==> src/rtl/add_chk_pkg.sv <==
// add_chk_pkg: shared width, response record type and reference sum for the adder checker.
// Contents: AW (default operand width), resp_rec_t (a, b, y, mismatch[, carry]), exp_sum().
// Optional feature macro ADD_CARRY_FLAG_EN adds a carry bit to every record.
package add_chk_pkg;
  localparam int AW = 4;
  typedef struct packed {
    logic [AW-1:0] a;
    logic [AW-1:0] b;
    logic [AW-1:0] y;
    logic          mismatch;
`ifdef ADD_CARRY_FLAG_EN
    logic          carry;
`endif
  } resp_rec_t;
  function automatic logic [AW:0] exp_sum(input logic [AW-1:0] a, input logic [AW-1:0] b);
    return {1'b0, a} + {1'b0, b};
  endfunction
endpackage

==> src/rtl/add_chk_fifo.sv <==
// add_chk_fifo: synchronous FIFO of resp_rec_t records.
// Ports: clk, rst_n (async active-low), push/din write, pop reads head, dout = head record,
// full (registered, occupancy == DEPTH), empty (occupancy == 0).
// The caller must only push when not full or popping, and only pop when not empty.
module add_chk_fifo
  import add_chk_pkg::*;
#(
  parameter int DEPTH = 4
) (
  input  logic      clk,
  input  logic      rst_n,
  input  logic      push,
  input  logic      pop,
  input  resp_rec_t din,
  output resp_rec_t dout,
  output logic      full,
  output logic      empty
);
  localparam int PW = $clog2(DEPTH);
  resp_rec_t       mem_q [DEPTH];
  logic [PW-1:0]   wr_ptr_q, wr_ptr_d, rd_ptr_q, rd_ptr_d;
  logic [PW:0]     cnt_q, cnt_d;
  logic            full_q, full_d;
  always_comb begin
    wr_ptr_d = push ? wr_ptr_q + 1'b1 : wr_ptr_q;
    rd_ptr_d = pop ? rd_ptr_q + 1'b1 : rd_ptr_q;
    cnt_d    = (push && !pop) ? cnt_q + 1'b1 : (pop && !push) ? cnt_q - 1'b1 : cnt_q;
    full_d   = cnt_d == (PW+1)'(DEPTH);
  end
  always_ff @(posedge clk or negedge rst_n) begin
    if (!rst_n) begin
      wr_ptr_q <= '0;
      rd_ptr_q <= '0;
      cnt_q    <= '0;
      full_q   <= 1'b0;
    end else begin
      wr_ptr_q <= wr_ptr_d;
      rd_ptr_q <= rd_ptr_d;
      cnt_q    <= cnt_d;
      full_q   <= full_d;
    end
  end
  // Record storage needs no reset: the head is masked by out_valid at the top level.
  always_ff @(posedge clk) begin
    if (push) mem_q[wr_ptr_q] <= din;
  end
  assign dout  = mem_q[rd_ptr_q];
  assign full  = full_q;
  assign empty = cnt_q == '0;
endmodule

==> config.mk <==
export PLATFORM = sky130hd
export DESIGN_NAME = add_chk_fifo
export DESIGN_NICKNAME = d
export VERILOG_FILES = /design/src/rtl/add_chk_pkg.sv /design/src/rtl/add_chk_fifo.sv
export SDC_FILE = /design/constraint.sdc
export NUM_CORES = 1
export LEC_CHECK = 0
export ABC_CLOCK_PERIOD_IN_PS = 1740
export CAP_MARGIN = 0
export CORE_MARGIN = 4
export CORE_UTILIZATION = 54
export DETAILED_ROUTE_END_ITERATION = 8
export PLACE_DENSITY = 0.78
export SLEW_MARGIN = 20
export SYNTH_ARGS = -nofsm -noshare
export SYNTH_HDL_FRONTEND = slang
export SYNTH_SLANG_ARGS = --single-unit
==> constraint.sdc <==
create_clock -name clk -period 1.74 [get_ports clk]
set_input_delay 0.348 -clock clk [delete_from_list [all_inputs] [get_ports clk]]
set_output_delay 0.348 -clock clk [all_outputs]
set_load 0.1 [all_outputs]
# [Word level (Yosys, flattened, before mapping)]
# Memory sizes are Yosys's and may differ from the RTL's.
# Index checks and enable logic that the tools add are counted.
[totals] register_bits=8 ram_bits=52 input_bits=17 mem_count=1
[mem_list] memory="mem_q" words=4 word_bits=13 read_ports=1 rd_clocked_by_memory_dff=0 write_ports=1 line_no="add_chk_fifo.sv:20" text="resp_rec_t mem_q [DEPTH];"
[classes] addsub=4 eq_ne=1 n_mux=4 reduce_logical=5
[op_table] op="3-bit two-way mux" n=2
[op_table] op="2-bit by 1-bit adder with 2-bit output, second input constant" n=2
[op_table] op="3-bit by 1-bit adder with 3-bit output, second input constant" n=1
[op_table] op="3-bit == test, second input constant" n=1
[op_table] op="3-bit zero test" n=1
[op_table] op="3-bit by 1-bit subtractor with 3-bit output, second input constant" n=1
[op_table] op="1-bit logical AND" n=2
[op_table] op="1-bit zero test" n=2
[op_table] op="1-bit two-way mux" n=2

# [Logic depth before layout (Yosys ltp)]
# Gate-level depths: netlist (run 1).
[logic_depth] depth_word=5 mapped_depth=5 mapped_depth_nobuf=5

# [Worst setup path after synthesis (run 1)]
# Ideal clock, no wire load.
[synth_path] path_kind="register -> output" from="register rd_ptr_q[0]" to="output dout[0] in the netlist's numbering" arrival_time_ps=1436 required_time_ps=1392 setup_slack_ps=-44 path_stages_with_launch=3 path_buffers=1 path_cell_list="dfrtp_1 buf_6 mux4_1"
[synth_lines] item="from (decl)" line_no="add_chk_fifo.sv:21" text="logic [PW-1:0] wr_ptr_q, wr_ptr_d, rd_ptr_q, rd_ptr_d;"
[synth_lines] item="from (signal assigned)" line_no="add_chk_fifo.sv:38" text="rd_ptr_q <= rd_ptr_d;"
[synth_lines] item="to (decl)" line_no="add_chk_fifo.sv:15" text="output resp_rec_t dout,"

==> flow_summary_export.csv, run 1 <==
group,metric,value,unit
timing,rsz0062_at_grt,"true",
placement,place.gp.congestion,0.721,
timing,skew,0.00441,ns
setup_path,critPathTopFamily,"multiplexers",
timing,fmax,505,MHz
clocking,numClockSinks,60,
setup_path,critPathBufInv,2,
placement,portBuffers,31,
routing,vias,1251,
yosys,synth_nets,140,
finish,syn_to_final_growth,32.0,%
setup_path,crit_slowest_cell,"mux4_2",
finish,fillers,236,
finish,final_cell_mix,"52 x edfxtp_1, 19 x buf_4, 16 x clkdlybuf4s50_1, 16 x buf_12, 13 x mux4_2",
setup_path,crit_required,1.39,ns
floorplan,rows,24,
global_routing,grt_use_total,0.179,
finish,num-nets-final,197,
clocking,cts_root_buf,"clkbuf_8",
yosys,yosys_register_bits,60,
yosys,yosysTopAreaCell,"edfxtp_1",
yosys,ys_types,26,
routing,drt_first_iter_violations,99,
setup_path,crit_path_start_kind,"flip-flop",
yosys,synthTopCellsByArea,"edfxtp_1 65%, dfrtp_1 8.3%, mux4_2 7.4%",
routing,detail-route-antenna-nets,0,
timing,period_share,1.14,
global_routing,gr-total-overflow,0,
routing,drt-total-wl,4.30,mm
finish,layout_commonest_cell,"edfxtp_1",
timing,hold_viol_final,0,
timing,worstMarginPinSlew,0.360,ns
setup_path,path_cells,"buf_12 > mux4_2 > buf_12",
floorplan,die_area,5620,µm²
clocking,htreeDepth,3,
outcome,status,"finished, violations left",
outcome,failed_checks,"negative setup slack",
yosys,avgSynthCellArea,20.9,µm²
finish,diodes,0,
floorplan,core,4350,µm²
floorplan,start_util,0.556,
setup_path,cp_slowest_stage_delay,0.55,ns
placement,post-place-ws,0.00252,ns
placement,place_hpwl,3.08,mm
global_routing,grt_pass1_vias,1388,
floorplan,die_w,74.9,µm
routing,wl_per_cell,18.8,µm
timing,max_slew_margin,0.760,
clocking,cts_buffer_depth,2,
setup_path,crit_type,"flip-flop to output port",
global_routing,grt_max_degree,15,
routing,firstDrtPassIters,6,
finish,drive_above_1_share,0.367,
yosys,ys_seq_area_frac,0.728,
yosys,yosysWarnings,0,
floorplan,io_pins,32,
clocking,clkTransAtPathRegs,0.06,ns
clocking,numCtsBuffers,9,
timing,setup_slack,-0.240,ns
yosys,synth_area,2420,µm²
yosys,synth.top_cell.area_share,0.645,
floorplan,fp.dieH,74.9,µm
timing,drv_slew,0,
setup_path,crit_top_cell,"buf_12",
yosys,synth_cells,116,
clocking,clk_latency,0.33,ns
setup_path,critPathArrivalTime,1.63,ns
global_routing,grt_pass1_wl,6.96,mm
timing,fin_crit,1.98,ns
timing,finalSetupViolCount,13,
clocking,tritoncts,"built",
setup_path,crit_fanout,11,
global_routing,grt_antenna_before_repair,0,
flow_run,drv_cap,0,
worst_hold_path,min_path_type,"primary input to async pin",
setup_path,end_kind,"output port",
routing,viasPerCell,5.46,
routing,drc,0,
[cells by family after synthesis]
| kind of cell | after synthesis | share of synthesized area |
|---|---|---|
| flops | 60 | 0.728 |
| compound gates | 6 | 0.0160 |
| xor+xnor | 5 | 0.0181 |
| buf+inv | 10 | 0.0305 |
| fa+ha+maj | 7 | 0.0362 |
| mux | 16 | 0.142 |
| simple gates | 12 | 0.0295 |
[registers in the layout (all words and copies together), names as in the netlist]
signal	cells
mem_q	52
cnt_q	3
rd_ptr_q	2
wr_ptr_q	2
full	1
[synthesized netlist by cell type]
cell and number:
mux2i_1 2, mux4_1 5, nor3b_1 1, a221oi_1 1, buf_2 1, and3b_1 2, nor2_1 1, mux2_2 1
a21oi_1 1, buf_6 2, xnor2_1 3, ha_1 7, nor3_1 1, nand2_1 2, dfrtp_1 8, a21boi_0 1
mux4_2 8, and2_1 4, xor2_1 2, inv_1 5, a21o_1 1, buf_4 1, buf_12 1, o21ai_0 2
edfxtp_1 52, nand3_1 1
[cell type report]
type	count	area, µm²	share of cell area
repair buffers	51	623	0.195
clock buffers	9	124	0.0388
multi-input cells	46	568	0.178
well taps	52	65.1	0.0204
inverters	5	18.8	0.00588
flip-flops and latches	60	1760	0.552
clock inverters	6	32.5	0.0102
[routing by layer]
metal	global-route usage	part of all wire	vias to the layer above
met2	0.279	0.52	40
met4	0.0711	0.0070	0
met3	0.0828	0.066	4
met1	0.218	0.41	640
li1	-	-	567
met5	0	0	-
[timing repair]
| item | CTS | global route |
|---|---|---|
| gates resized for setup | 5 | 3 |
| hold buffers | 0 | 0 |
| setup endpoints to repair | 14 | 14 |
| setup buffers | 1 | 1 |
[worst register-to-register path: stages, from the launching register on]
cell and delay (ns):
dfrtp_1 0.41, inv_2 0.08, ha_1 0.15, ha_2 0.26, mux2_2 0.28, a221oi_1 0.28
[worst paths after layout]
| kind | cells past startpoint | from | to | slack (ns) |
|---|---|---|---|---|
| max in group asynchronous | 1 | rst_n | rd_ptr_q[0] | 1.18 |
| worst min register to register | 1 | wr_ptr_q[0] | wr_ptr_q[0] | 0.55 |
| worst max register to register | 5 | cnt_q[1] | full | 0.19 |
| worst min-delay path | 1 | rst_n | cnt_q[1] | 0.29 |
| worst max-delay path | 3 | rd_ptr_q[0] | dout[9] | -0.24 |
| min in group clk | 1 | wr_ptr_q[0] | wr_ptr_q[0] | 0.55 |
[through the flow]
stage	util	instance area (µm²)	TNS, ns	std cells	hold slack [ns]
floorplan	-	2420	-0.221	116	0.0524
global route	0.733	3190	-3.92	229	0.304
CTS	0.731	3180	-3.40	228	0.284
global placement	0.698	3040	0	212	0.505
detailed placement	0.698	3040	0	212	0.521
finish	0.733	3190	-2.96	229	0.294
Power of run 1 is not shown: default switching activity piles up to over one toggle a cycle in this logic, so the estimate is an artifact.
==> run 2, diff against run 1 <==
ABC_CLOCK_PERIOD_IN_PS = 2400   (was 1740)
CORE_UTILIZATION = 58   (was 54)
PLACE_DENSITY = 0.83   (was 0.78)
clock period = 2.4 ns   (was 1.74 ns; I/O delays follow)
==> flow_summary_export.csv, run 2 (synthesis results as in run 1) <==
group,metric,value,unit
outcome,status,"finished, final reports clean",
global_routing,grt_max_degree,16,
floorplan,io_pins,32,
finish,layout_commonest_cell,"edfxtp_1",
setup_path,crit_start,"rd_ptr_q[0]",
finish,num-nets-final,184,
timing,fmax,460,MHz
routing,drt_first_iter_violations,62,
placement,portBuffers,31,
routing,drt-total-wl,3.97,mm
timing,skew,0.00433,ns
timing,hold_viol_final,0,
setup_path,critPathArrivalTime,1.69,ns
timing,max_slew_margin,0.645,
clocking,htreeDepth,3,
global_routing,gr-usage-met2,0.274,
floorplan,fp.dieH,72.6,µm
global_routing,grt_pass1_wl,6.30,mm
timing,fin_crit,2.17,ns
finish,syn_to_final_growth,29.6,%
setup_path,end_kind,"output port",
global_routing,met3_usage,0.0399,
setup_path,crit_slowest_cell,"mux4_1",
setup_path,critPathCapture,"dout[12]",
setup_path,r2r_cells,5,
clocking,clkTransAtPathRegs,0.06,ns
setup_path,r2r_start,"cnt_q[0]",
finish,final_cell_mix,"52 x edfxtp_1, 18 x buf_12, 16 x clkdlybuf4s50_1, 9 x clkbuf_8",
placement,place.gp.congestion,0.728,
clocking,cts_root_buf,"clkbuf_8",
finish,largest_registers,"mem_q: 52 flops, cnt_q: 3 flops",
finish,finish.utilization,0.779,
timing,worstMarginPinSlew,0.530,ns
setup_path,r2r_end,"full",
finish,regMostFlops,"mem_q",
setup_path,crit_required,1.92,ns
routing,wl_per_cell,18.5,µm
placement,place_hpwl,2.84,mm
global_routing,gr-total-overflow,0,
timing,tns,0,ns
timing,rsz0062_at_grt,"false",
clocking,numCtsBuffers,9,
routing,firstDrtPassIters,4,
timing,drv_slew,0,
floorplan,start_util,0.601,
setup_path,cp_slowest_stage_delay,0.63,ns
finish,diodes,0,
setup_path,critPathBufInv,2,
timing,period_share,0.906,
setup_path,critPathTopFamily,"multiplexers",
global_routing,grt_antenna_before_repair,0,
setup_path,path_depth,3,
floorplan,die_w,72.6,µm
setup_path,r2r_slack,0.80,ns
setup_path,path_cells,"buf_4 > mux4_1 > buf_12",
setup_path,crit_type,"flip-flop to output port",
global_routing,grt_pass1_vias,1231,
finish,drive_above_1_share,0.273,
floorplan,core,4030,µm²
floorplan,die_area,5270,µm²
clocking,clk_latency,0.32,ns
worst_hold_path,min_path_type,"primary input to async pin",
finish,fillers,208,
clocking,hold_buffers,0,
routing,detail-route-antenna-nets,0,
routing,viasPerCell,5.44,
clocking,cts_buffer_depth,2,
timing,finalSetupViolCount,0,
global_routing,use_met1,0.217,
routing,vias,1169,
clocking,post_cts_buffers,0,
setup_path,crit_fanout,7,
finish,largest_reg_flops,52,
flow_run,drv_cap,0,
global_routing,grt_use_total,0.171,
routing,drc,0,
setup_path,crit_path_start_kind,"flip-flop",
floorplan,rows,23,
global_routing,busiest_layer,"met2",
clocking,numClockSinks,60,
clocking,tritoncts,"built",
clocking,cts_resized,0,
## run 2: worst min-delay path by stage
| stage | start | endpoint | depth (start not counted) |
|---|---|---|---|
| after global routing | rst_n | rd_ptr_q[1] | 1 |
| final | rst_n | cnt_q[1] | 1 |
| after CTS | rst_n | cnt_q[1] | 1 |
| after global placement | wr_ptr_q[0] | wr_ptr_q[0] | 1 |
| after floorplan | rst_n | cnt_q[0] | 0 |
| after detailed placement | cnt_q[0] | cnt_q[0] | 1 |
## run 2: routing by layer
layer  wire length [µm]  up-vias
li1                   -      548
met1               1650      582
met2               2050       30
met3                168        9
met4                 92        0
met5                  0        -
## run 2: through the flow
stage	setup WS [ns]	hold slack, ns	instances	cell area (µm²)
final	0.226	0.442	215	3140
after CTS	0.188	0.444	215	3140
after global routing	0.173	0.467	215	3140
after global placement	0.326	0.508	199	2980
after floorplan	0.484	0.184	116	2420
after detailed placement	0.235	0.514	199	2980
## run 2: layout make-up
class / count / area (µm²) / share of cell area
clock inverter: 6 / 31.3 / 0.00997
clock buffer: 10 / 128 / 0.0407
timing repair buffer: 38 / 551 / 0.176
multi-input combinational: 46 / 584 / 0.186
tap: 50 / 62.6 / 0.0199
inverter: 5 / 18.8 / 0.00598
sequential: 60 / 1760 / 0.562
Power of run 2 is left out for the same reason.
==> edit (settings of run 2) <==
The option `ADD_CARRY_FLAG_EN` is turned on by a define.
--- a/src/rtl/add_chk_pkg.sv
+++ b/src/rtl/add_chk_pkg.sv
@@ -1,6 +1,8 @@
 // add_chk_pkg: shared width, response record type and reference sum for the adder checker.
 // Contents: AW (default operand width), resp_rec_t (a, b, y, mismatch[, carry]), exp_sum().
 // Optional feature macro ADD_CARRY_FLAG_EN adds a carry bit to every record.
+`define ADD_CARRY_FLAG_EN
+
 package add_chk_pkg;
   localparam int AW = 4;
   typedef struct packed {
Ports: changed (resized din and dout); port bits go from 32 to 34. The function was not compared with the original's and may differ.
==> edit against run 2 <==
Worst setup slack lost 0.071 ns; sequential cell count grew 4; hold slack lost 0.019 ns; routed wire length grew 21%; die area grew 5.1%; synthesized area grew 5.8%; synthesized cell count grew 6.0%; critical path type unchanged; design area grew 7.8%; non-clock buffer count grew 1; global-route usage grew 2.8 points; core utilization grew 3.8 points; first-iteration DRC count grew 130%.
Power is left out: the tool's default activity adds up to more than one toggle a clock period on the data nets, which glitch-free logic cannot reach.
==> edit: results (changes against run 2) <==
stage;metric;value;unit;change
route;WL/cell;21.6;um;+17%
yosys;Post-synth EDFFs;56;;+7.7%
place;input/output buffers;33;;+6.5%
cells_and_area;layout cells sized above 1;0.260;;-0.0126
yosys;Post-synth ARST share;0.125;;-0.00833
place;DP HPWL;3.31;mm;+16%
yosys;net count after synthesis;148;;+5.7%
place;placer's final routability congestion estimate;0.767;;+5.3%
cells_and_area;top flop regs;mem_q: 56 flops, cnt_q: 3 flops;;
yosys;sequential fraction of the synthesis area;0.735;;+0.00707
yosys;synth top area cells;edfxtp_1, dfrtp_1, mux4_2, mux4_1, ha_1;;
worst_setup_path;critical path's largest stage delay;0.65;ns;+0.02 ns
yosys;Adder-Cell Fraction of Synth Area;0.0342;;-0.00198
sta;worst-case clock skew;0.00707;ns;+0.00274 ns
sta;Least-Margin Pin Slew;0.656;ns;+0.126 ns
yosys;xor/xnor share of the synthesized area;0.0205;;+0.00243
yosys;Compound-Gate Fraction of Synth Area;0.0200;;+0.00401
global_routing;vias in the first global route;1381;;+12%
route;DR iter-0 viols;144;;+130%
worst_setup_path;Worst Path Max Fanout;10;;+3
status;outcome;finished clean;;
route;vias;1315;;+12%
cells_and_area;fin nets;193;;+4.9%
yosys;Yosys cell types;24;;-7.7%
yosys;multiplexer area fraction after synthesis;0.132;;-0.00971
yosys;Synth top area share;0.657;;+0.0116
yosys;Commonest cells post-synth;edfxtp_1, dfrtp_1, mux4_2;;
global_routing;first-pass GRT wire length;7.47;mm;+19%
global_routing;Tot GR Track Use;0.199;;+0.0284
==> edit: cell types whose count changed in the layout (fill, tap and decap cells not counted), moves of 3 or more <==
cell	before	now
clkinv_2	4	0
bufinv_16	0	5
edfxtp_1	52	56
buf_12	18	15
buf_4	4	7
==> edit: through the flow <==
step                      utilization  instances  instance area [um^2]  hold WS, ns  setup WS [ns]
after floorplan                     -        123                  2560        0.184          0.476
after global placement          0.748        207                  3100        0.512          0.460
after detailed placement        0.748        207                  3100        0.550          0.364
after CTS                       0.816        223                  3380        0.423          0.113
after global routing            0.816        223                  3380        0.437         0.0802
final                           0.816        223                  3380        0.423          0.155
==> edit: final cells by class <==
cell class                 instances  area, um^2
clock buffer                       9         124
sequential                        64        1880
tap                               50        62.6
timing repair buffer              39         523
multi-input combinational         48         611
clock inverter                     7         158
inverter                           6        22.5
fill                             200         762
==> edit: worst paths after layout <==
| check | startpoint | endpoint | slack [ns] |
|---|---|---|---|
| max | rd_ptr_q[0] | dout[2] | 0.15 |
| min in group clk | cnt_q[0] | cnt_q[0] | 0.57 |
| min reg2reg | cnt_q[0] | cnt_q[0] | 0.57 |
| min | rst_n | rd_ptr_q[1] | 0.42 |
| max in group asynchronous | rst_n | cnt_q[1] | 1.72 |
| max reg2reg | cnt_q[0] | full | 0.73 |
==> edit: kinds of logic after synthesis <==
kind of cell	after synthesis
flops	64
simple gates	13
xor+xnor	6
fa+ha+maj	7
mux	14
buf+inv	11
compound gates	8
==> edit: per-layer routing <==
metal | share of wire | vias up | track usage | wire length [um]
met5 | 0 | - | 0 | 0
met4 | 0.024 | 0 | 0.103 | 114
met3 | 0.071 | 11 | 0.0392 | 340
met2 | 0.51 | 66 | 0.325 | 2450
met1 | 0.40 | 661 | 0.255 | 1910
li1 | - | 577 | - | -
==> edit: worst max-delay path: cells and delay by family (launching register included) <==
family                 cells  cell delay (ns)
flip-flops                 1             0.35
multiplexers               1             0.65
buffers and inverters      2             0.43
